### src/rtl/load_store_unit.sv
// rtl/load_store_unit.sv - memory-stage load/store unit with ready-based data bus
//
// Ports:
//   clk, reset          rising-edge clock, asynchronous active-high reset
//   start               request strobe, sampled only while idle
//   mem_read            load request
//   mem_write[3:0]      store byte mask (0001 byte, 0011 half, 1111 word)
//   read_size[1:0]      load size (0 byte, 1 half, 2 word, 3 illegal)
//   read_signed         sign-extend byte/half loads
//   addr, store_data    effective byte address and rs2 value
//   busy                pipeline stall, high from the cycle after accept through done
//   done, misaligned    one-cycle completion pulse and error flag
//   load_data           extended load result, held until the next successful load
//   bus_*               data-memory bus (word-aligned address, lane strobes/data)
module load_store_unit #(
  parameter int ADDR_W = 32
) (
  input  logic              clk,
  input  logic              reset,
  input  logic              start,
  input  logic              mem_read,
  input  logic [3:0]        mem_write,
  input  logic [1:0]        read_size,
  input  logic              read_signed,
  input  logic [ADDR_W-1:0] addr,
  input  logic [31:0]       store_data,
  output logic              busy,
  output logic              done,
  output logic              misaligned,
  output logic [31:0]       load_data,
  output logic              bus_req,
  output logic              bus_we,
  output logic [ADDR_W-1:0] bus_addr,
  output logic [3:0]        bus_wstrb,
  output logic [31:0]       bus_wdata,
  input  logic              bus_ready,
  input  logic [31:0]       bus_rdata
);

  typedef enum logic [1:0] {
    IDLE,
    REQ,
    FIN
  } state_t;

  localparam logic [1:0] SZ_BYTE = 2'd0;
  localparam logic [1:0] SZ_HALF = 2'd1;
  localparam logic [1:0] SZ_WORD = 2'd2;

  state_t     state;

  // Attributes of the in-flight request, needed to extract the load result
  logic       lat_load;
  logic [1:0] lat_size;
  logic       lat_signed;
  logic [1:0] lat_lo;

  // Request classification from the raw inputs (only meaningful in IDLE)
  logic       is_store;
  logic       is_load;
  logic [1:0] req_size;
  logic       req_err;

  always_comb begin
    is_store = (mem_write != 4'b0000);
    is_load  = !is_store && mem_read;
    req_size = SZ_WORD;
    req_err  = 1'b0;
    if (is_store) begin
      case (mem_write)
        4'b0001: req_size = SZ_BYTE;
        4'b0011: req_size = SZ_HALF;
        4'b1111: req_size = SZ_WORD;
        default: req_err  = 1'b1;
      endcase
    end else if (is_load) begin
      req_size = read_size;
      if (read_size == 2'd3) begin
        req_err = 1'b1;
      end
    end
    if (is_store || is_load) begin
      if (req_size == SZ_HALF && addr[0]) begin
        req_err = 1'b1;
      end
      if (req_size == SZ_WORD && addr[1:0] != 2'b00) begin
        req_err = 1'b1;
      end
    end
  end

  // Store lane placement: strobes shifted to the addressed lane, data
  // replicated so that whichever lane is strobed carries the right bytes.
  logic [3:0]  wstrb_n;
  logic [31:0] wdata_n;

  always_comb begin
    wstrb_n = 4'b1111;
    wdata_n = store_data;
    case (req_size)
      SZ_BYTE: begin
        wstrb_n = 4'b0001 << addr[1:0];
        wdata_n = {4{store_data[7:0]}};
      end
      SZ_HALF: begin
        wstrb_n = 4'b0011 << {addr[1], 1'b0};
        wdata_n = {2{store_data[15:0]}};
      end
      default: begin
        wstrb_n = 4'b1111;
        wdata_n = store_data;
      end
    endcase
  end

  // Load extraction and extension from the returned word
  logic [7:0]  rd_byte;
  logic [15:0] rd_half;
  logic [31:0] ext_data;

  always_comb begin
    rd_byte  = bus_rdata[{lat_lo, 3'b000} +: 8];
    rd_half  = bus_rdata[{lat_lo[1], 4'b0000} +: 16];
    ext_data = bus_rdata;
    case (lat_size)
      SZ_BYTE: ext_data = {{24{lat_signed & rd_byte[7]}}, rd_byte};
      SZ_HALF: ext_data = {{16{lat_signed & rd_half[15]}}, rd_half};
      default: ext_data = bus_rdata;
    endcase
  end

  always_ff @(posedge clk or posedge reset) begin
    if (reset) begin
      state      <= IDLE;
      lat_load   <= 1'b0;
      lat_size   <= 2'd0;
      lat_signed <= 1'b0;
      lat_lo     <= 2'd0;
      busy       <= 1'b0;
      done       <= 1'b0;
      misaligned <= 1'b0;
      load_data  <= 32'd0;
      bus_req    <= 1'b0;
      bus_we     <= 1'b0;
      bus_addr   <= '0;
      bus_wstrb  <= 4'b0000;
      bus_wdata  <= 32'd0;
    end else begin
      done       <= 1'b0;
      misaligned <= 1'b0;
      case (state)
        IDLE: begin
          if (start) begin
            busy       <= 1'b1;
            lat_load   <= is_load;
            lat_size   <= req_size;
            lat_signed <= read_signed;
            lat_lo     <= addr[1:0];
            if (req_err || !(is_store || is_load)) begin
              // Errors and no-ops complete without touching the bus
              state      <= FIN;
              done       <= 1'b1;
              misaligned <= req_err;
            end else begin
              state     <= REQ;
              bus_req   <= 1'b1;
              bus_we    <= is_store;
              bus_addr  <= {addr[ADDR_W-1:2], 2'b00};
              bus_wstrb <= is_store ? wstrb_n : 4'b0000;
              bus_wdata <= is_store ? wdata_n : 32'd0;
            end
          end
        end
        REQ: begin
          if (bus_ready) begin
            state   <= FIN;
            bus_req <= 1'b0;
            done    <= 1'b1;
            if (lat_load) begin
              load_data <= ext_data;
            end
          end
        end
        FIN: begin
          state <= IDLE;
          busy  <= 1'b0;
        end
        default: begin
          state   <= IDLE;
          busy    <= 1'b0;
          bus_req <= 1'b0;
        end
      endcase
    end
  end

endmodule
### config.mk
export PLATFORM = sky130hd
export DESIGN_NAME = load_store_unit
export DESIGN_NICKNAME = d
export VERILOG_FILES = /design/src/rtl/load_store_unit.sv
export SDC_FILE = /design/constraint.sdc
export NUM_CORES = 1
export LEC_CHECK = 0
export ABC_AREA = 1
export CORE_UTILIZATION = 44
export DETAILED_ROUTE_END_ITERATION = 7
export PLACE_DENSITY = 0.81
export RECOVER_POWER = 100
export SLEW_MARGIN = 20
export SYNTH_ARGS = -nofsm -noshare
export SYNTH_HDL_FRONTEND = slang
export SYNTH_SLANG_ARGS = --single-unit
### constraint.sdc
create_clock -name clk -period 3.67 [get_ports clk]
set_input_delay 0.367 -clock clk [delete_from_list [all_inputs] [get_ports clk]]
set_output_delay 0.367 -clock clk [all_outputs]
set_load 0.01 [all_outputs]
==> flow_metrics.env <==
export IMPL_arrival_ns=3.07
export IMPL_path_delay_family="simple AND/OR/NAND/NOR gates"
export IMPL_via_count=5314
export IMPL_fin_crit_sh_pct=77.3
export IMPL_path_cells="dlygate4sd3_1 > nor2_1 > nand4_1 > nand2_1 > nor2_1 > nor2_2 > nand3_2 > clkbuf_2 > nand2_1 > nand2_1"
export IMPL_stdcell_area_um2=7780
export IMPL_setup_ws_ns=0.832
export IMPL_holdWs_ns=0.475
export IMPL_post_cts_setup_buffers=0
export IMPL_io_buffer_count=210
export IMPL_synth_common_cells="343 x nand2_1, 111 x dfrtp_1, 61 x a21oi_1"
export IMPL_synth_adder_area_share_pct=0
export IMPL_async_flop_share_pct=100
export IMPL_finalSetupViolCount=0
export IMPL_synth_xor_area_share_pct=0
export IMPL_synth_edf_count=0
export IMPL_drt_first_iter_violations=379
export IMPL_slowest_delay_ns=0.58
export IMPL_design_die_area_um2=12600
export IMPL_path_buf_inv=2
export IMPL_rr_startpoint="lat_lo[1]$_DFFE_PP0P_"
export IMPL_io_pin_count=213
export IMPL_multiInputGateArea_um2=2240
export IMPL_htreeDepth=3
export IMPL_drive_gt1_share_pct=4.14
export IMPL_path_clk_slew_ns=0.07
export IMPL_via_per_inst=5.01
export IMPL_hold_end="bus_addr[21]$_DFFE_PP0P_"
export IMPL_start_util_pct=46.1
export IMPL_grt_pass1_wl_um=24700
export IMPL_finClkSkew_ns=0.00546
export IMPL_wl_per_cell_um=14.3
export IMPL_holdBufCountCts=0
export IMPL_slew_headroom_pct=43.2
export IMPL_powerDensity_nw_per_um2=507
export IMPL_cts_inserted_buffers=9
export IMPL_internal_power_mw=2.66
export IMPL_synthFlopType="dfrtp_1"
export IMPL_critPathKind="in -> reg"
export IMPL_synth_area_leaders="dfrtp_1 52%, nand2_1 24%, a21oi_1 5.7%, nor2_1 3.5%, o21ai_0 3.3%"
export IMPL_sw_frac_of_total_pct=32.7
export IMPL_slew_violations=0
export IMPL_clkPwrFrac_pct=23.3
export IMPL_power_leakage_nw=4.09
export IMPL_synth_lib_cells_used_distinct=26
export IMPL_yosys_area_top_type_share_pct=51.9
export IMPL_cts_tree="built"
export IMPL_netlist_instances=719
export IMPL_synth_top_family_by_area="simple AND/OR/NAND/NOR gates"
export IMPL_ff2ff_setup_slack_ns=1.06
export IMPL_violations="DRC"
export IMPL_core_um2=11600
export IMPL_drc=12
export IMPL_place_inst=1044
export IMPL_status="finished with violations"
export IMPL_report_power_total_mw=3.95
export IMPL_clock_latency_ns=0.34
export IMPL_yosysMostFrequentCell="nand2_1"
export IMPL_grt_max_degree=112
export IMPL_fill_cells=1011
export IMPL_cp_start_kind="input pin"
export IMPL_cp_required_ns=3.90
export IMPL_synth_simple_area_share_pct=32.3
export IMPL_chipWidth_um=112
export IMPL_crit_fanout=29
export IMPL_utilization_pct=67.0
export IMPL_fmax_mhz=352
export IMPL_grt_pass1_vias=5033
export IMPL_p_seq_share_pct=43.3
export IMPL_tightest_slew_ns=0.850
export IMPL_clkSinkCount=111
export IMPL_rsz0062_at_grt="false"
export IMPL_r2r_cells=8
export IMPL_crit_path_frequent_cell="nand2_1"
export IMPL_ys_warn_count=0
export IMPL_holdPathStages=2
export IMPL_ff_latch_area_um2=2780
export IMPL_finalWirelength_um=15100
export IMPL_drt_first_pass_iters=7
export IMPL_num_rows=39
export IMPL_hold_violations=0
export IMPL_yosysSeqAreaShare_pct=51.9
export IMPL_cts_root_buffer="clkbuf_16"
export IMPL_post_cts_resized=0
export IMPL_synth_compound_area_share_pct=9.53
export IMPL_synth_seq_cells=111
export IMPL_nNetsFinal=1020
export IMPL_cts_path_max_buffers=2
export IMPL_grt_overflow=0
export IMPL_synth_area_um2=5350
export IMPL_fin_cells=1060
export IMPL_die_height_um=112
export IMPL_dp_hpwl_um=10700
export IMPL_syn_avg_cell_area_um2=7.45
export IMPL_antenna_found_initial=1
export IMPL_critPathSlowestCell="dlygate4sd3_1"
export IMPL_period_minus_slack_ns=2.84
export IMPL_ir_drop_uv=293
export IMPL_place_congestion=0.863
export IMPL_worst_setup_path_end_kind="flip-flop"
export IMPL_path_depth=10
export IMPL_timing_max_cap_violations=0
export IMPL_setup_tns_ns=0
export IMPL_ant_nets=0
export IMPL_hold_path_startpoint="bus_addr[21]$_DFFE_PP0P_"
export IMPL_track_usage_pct=24.8
export IMPL_pre_cts_ws_ns=0.758
export IMPL_r2r_end="load_data[27]$_DFFE_PP0P_"
export IMPL_hold_class="reg -> reg"
export IMPL_synthMuxAreaShare_pct=0
export IMPL_area_growth_pct=45.3
export IMPL_power_switching_mw=1.29
export IMPL_combPwrFrac_pct=33.4
export IMPL_synth_top_area_cell="dfrtp_1"
export IMPL_post_dp_cell_area_um2=7520
export IMPL_diodes=0
-- kinds of logic (layout without fill, tap and decap cells) --
| family | count (synthesis) | count (layout) |
|---|---|---|
| flip-flops | 111 | 111 |
| other | 1 | 2 |
| buffers and inverters | 71 | 268 |
| AO/OA/AOI/OAI | 100 | 100 |
| AND/OR/NAND/NOR | 436 | 436 |
-- cell type report --
| cell class | instances | share of cell area [%] |
|---|---|---|
| Sequential cell | 111 | 35.7 |
| Multi-Input combinational cell | 538 | 28.8 |
| Timing Repair Buffer | 218 | 28.0 |
| Clock buffer | 10 | 2.94 |
| Tap cell | 143 | 2.30 |
| Inverter | 34 | 1.66 |
| Clock inverter | 6 | 0.579 |
-- flip-flops by register name (all words and copies together) (netlist names), 2 cells and up --
| signal | cells |
|---|---|
| bus_addr | 30 |
| bus_wdata | 32 |
| bus_wstrb | 4 |
| lat_lo | 2 |
| lat_size | 2 |
| load_data | 32 |
| state | 2 |
-- metal layers --
metal	track usage, %	part of all wire [%]	wire (um)
met1	32.5	43	6490
met2	39.5	46	6990
met3	7.02	8.5	1280
met4	8.80	2.3	340
met5	0	0.073	11
-- worst min-delay path: cells and delay by family (launching register included) --
family           cells  cell delay [ns]
DFF                  1             0.34
and+or+nand+nor      2             0.10
-- placed cells by master, fill, tap and decap left out, types with 2 or more instances in the layout --
cell	n
conb_1	2
nor3_1	9
nand4_1	3
nor2_1	52
a21oi_1	61
dlygate4sd3_1	105
nor2_4	2
nand3_1	13
nand2_1	345
o21ai_0	35
clkdlybuf4s50_1	105
buf_4	4
clkbuf_1	2
or2_2	8
inv_2	2
clkbuf_16	9
clkinv_2	2
inv_1	31
dfrtp_1	111
clkinvlp_4	2
buf_12	2
-- power groups by stage --
stage	combinational [mW]	sequential [mW]	clock (mW)
finish	1.32	1.71	0.920
global route	1.45	1.75	1.01
CTS	1.44	1.72	0.940
detailed placement	1.44	1.72	0
global placement	1.42	1.74	0
floorplan	0.458	1.84	0
-- worst max-delay path by stage --
stage / slack (ns) / to / start
after floorplan: 0.37 / bus_addr[10]$_DFFE_PP0P_ / reset
after global placement: 0.88 / bus_addr[28]$_DFFE_PP0P_ / mem_write[0]
after detailed placement: 0.76 / bus_addr[25]$_DFFE_PP0P_ / mem_write[0]
after CTS: 1.12 / bus_addr[25]$_DFFE_PP0P_ / mem_write[0]
after global routing: 0.47 / bus_wdata[29]$_DFFE_PP0P_ / mem_write[0]
final: 0.83 / bus_addr[25]$_DFFE_PP0P_ / mem_write[0]
Power figures use the tool's default switching activity.
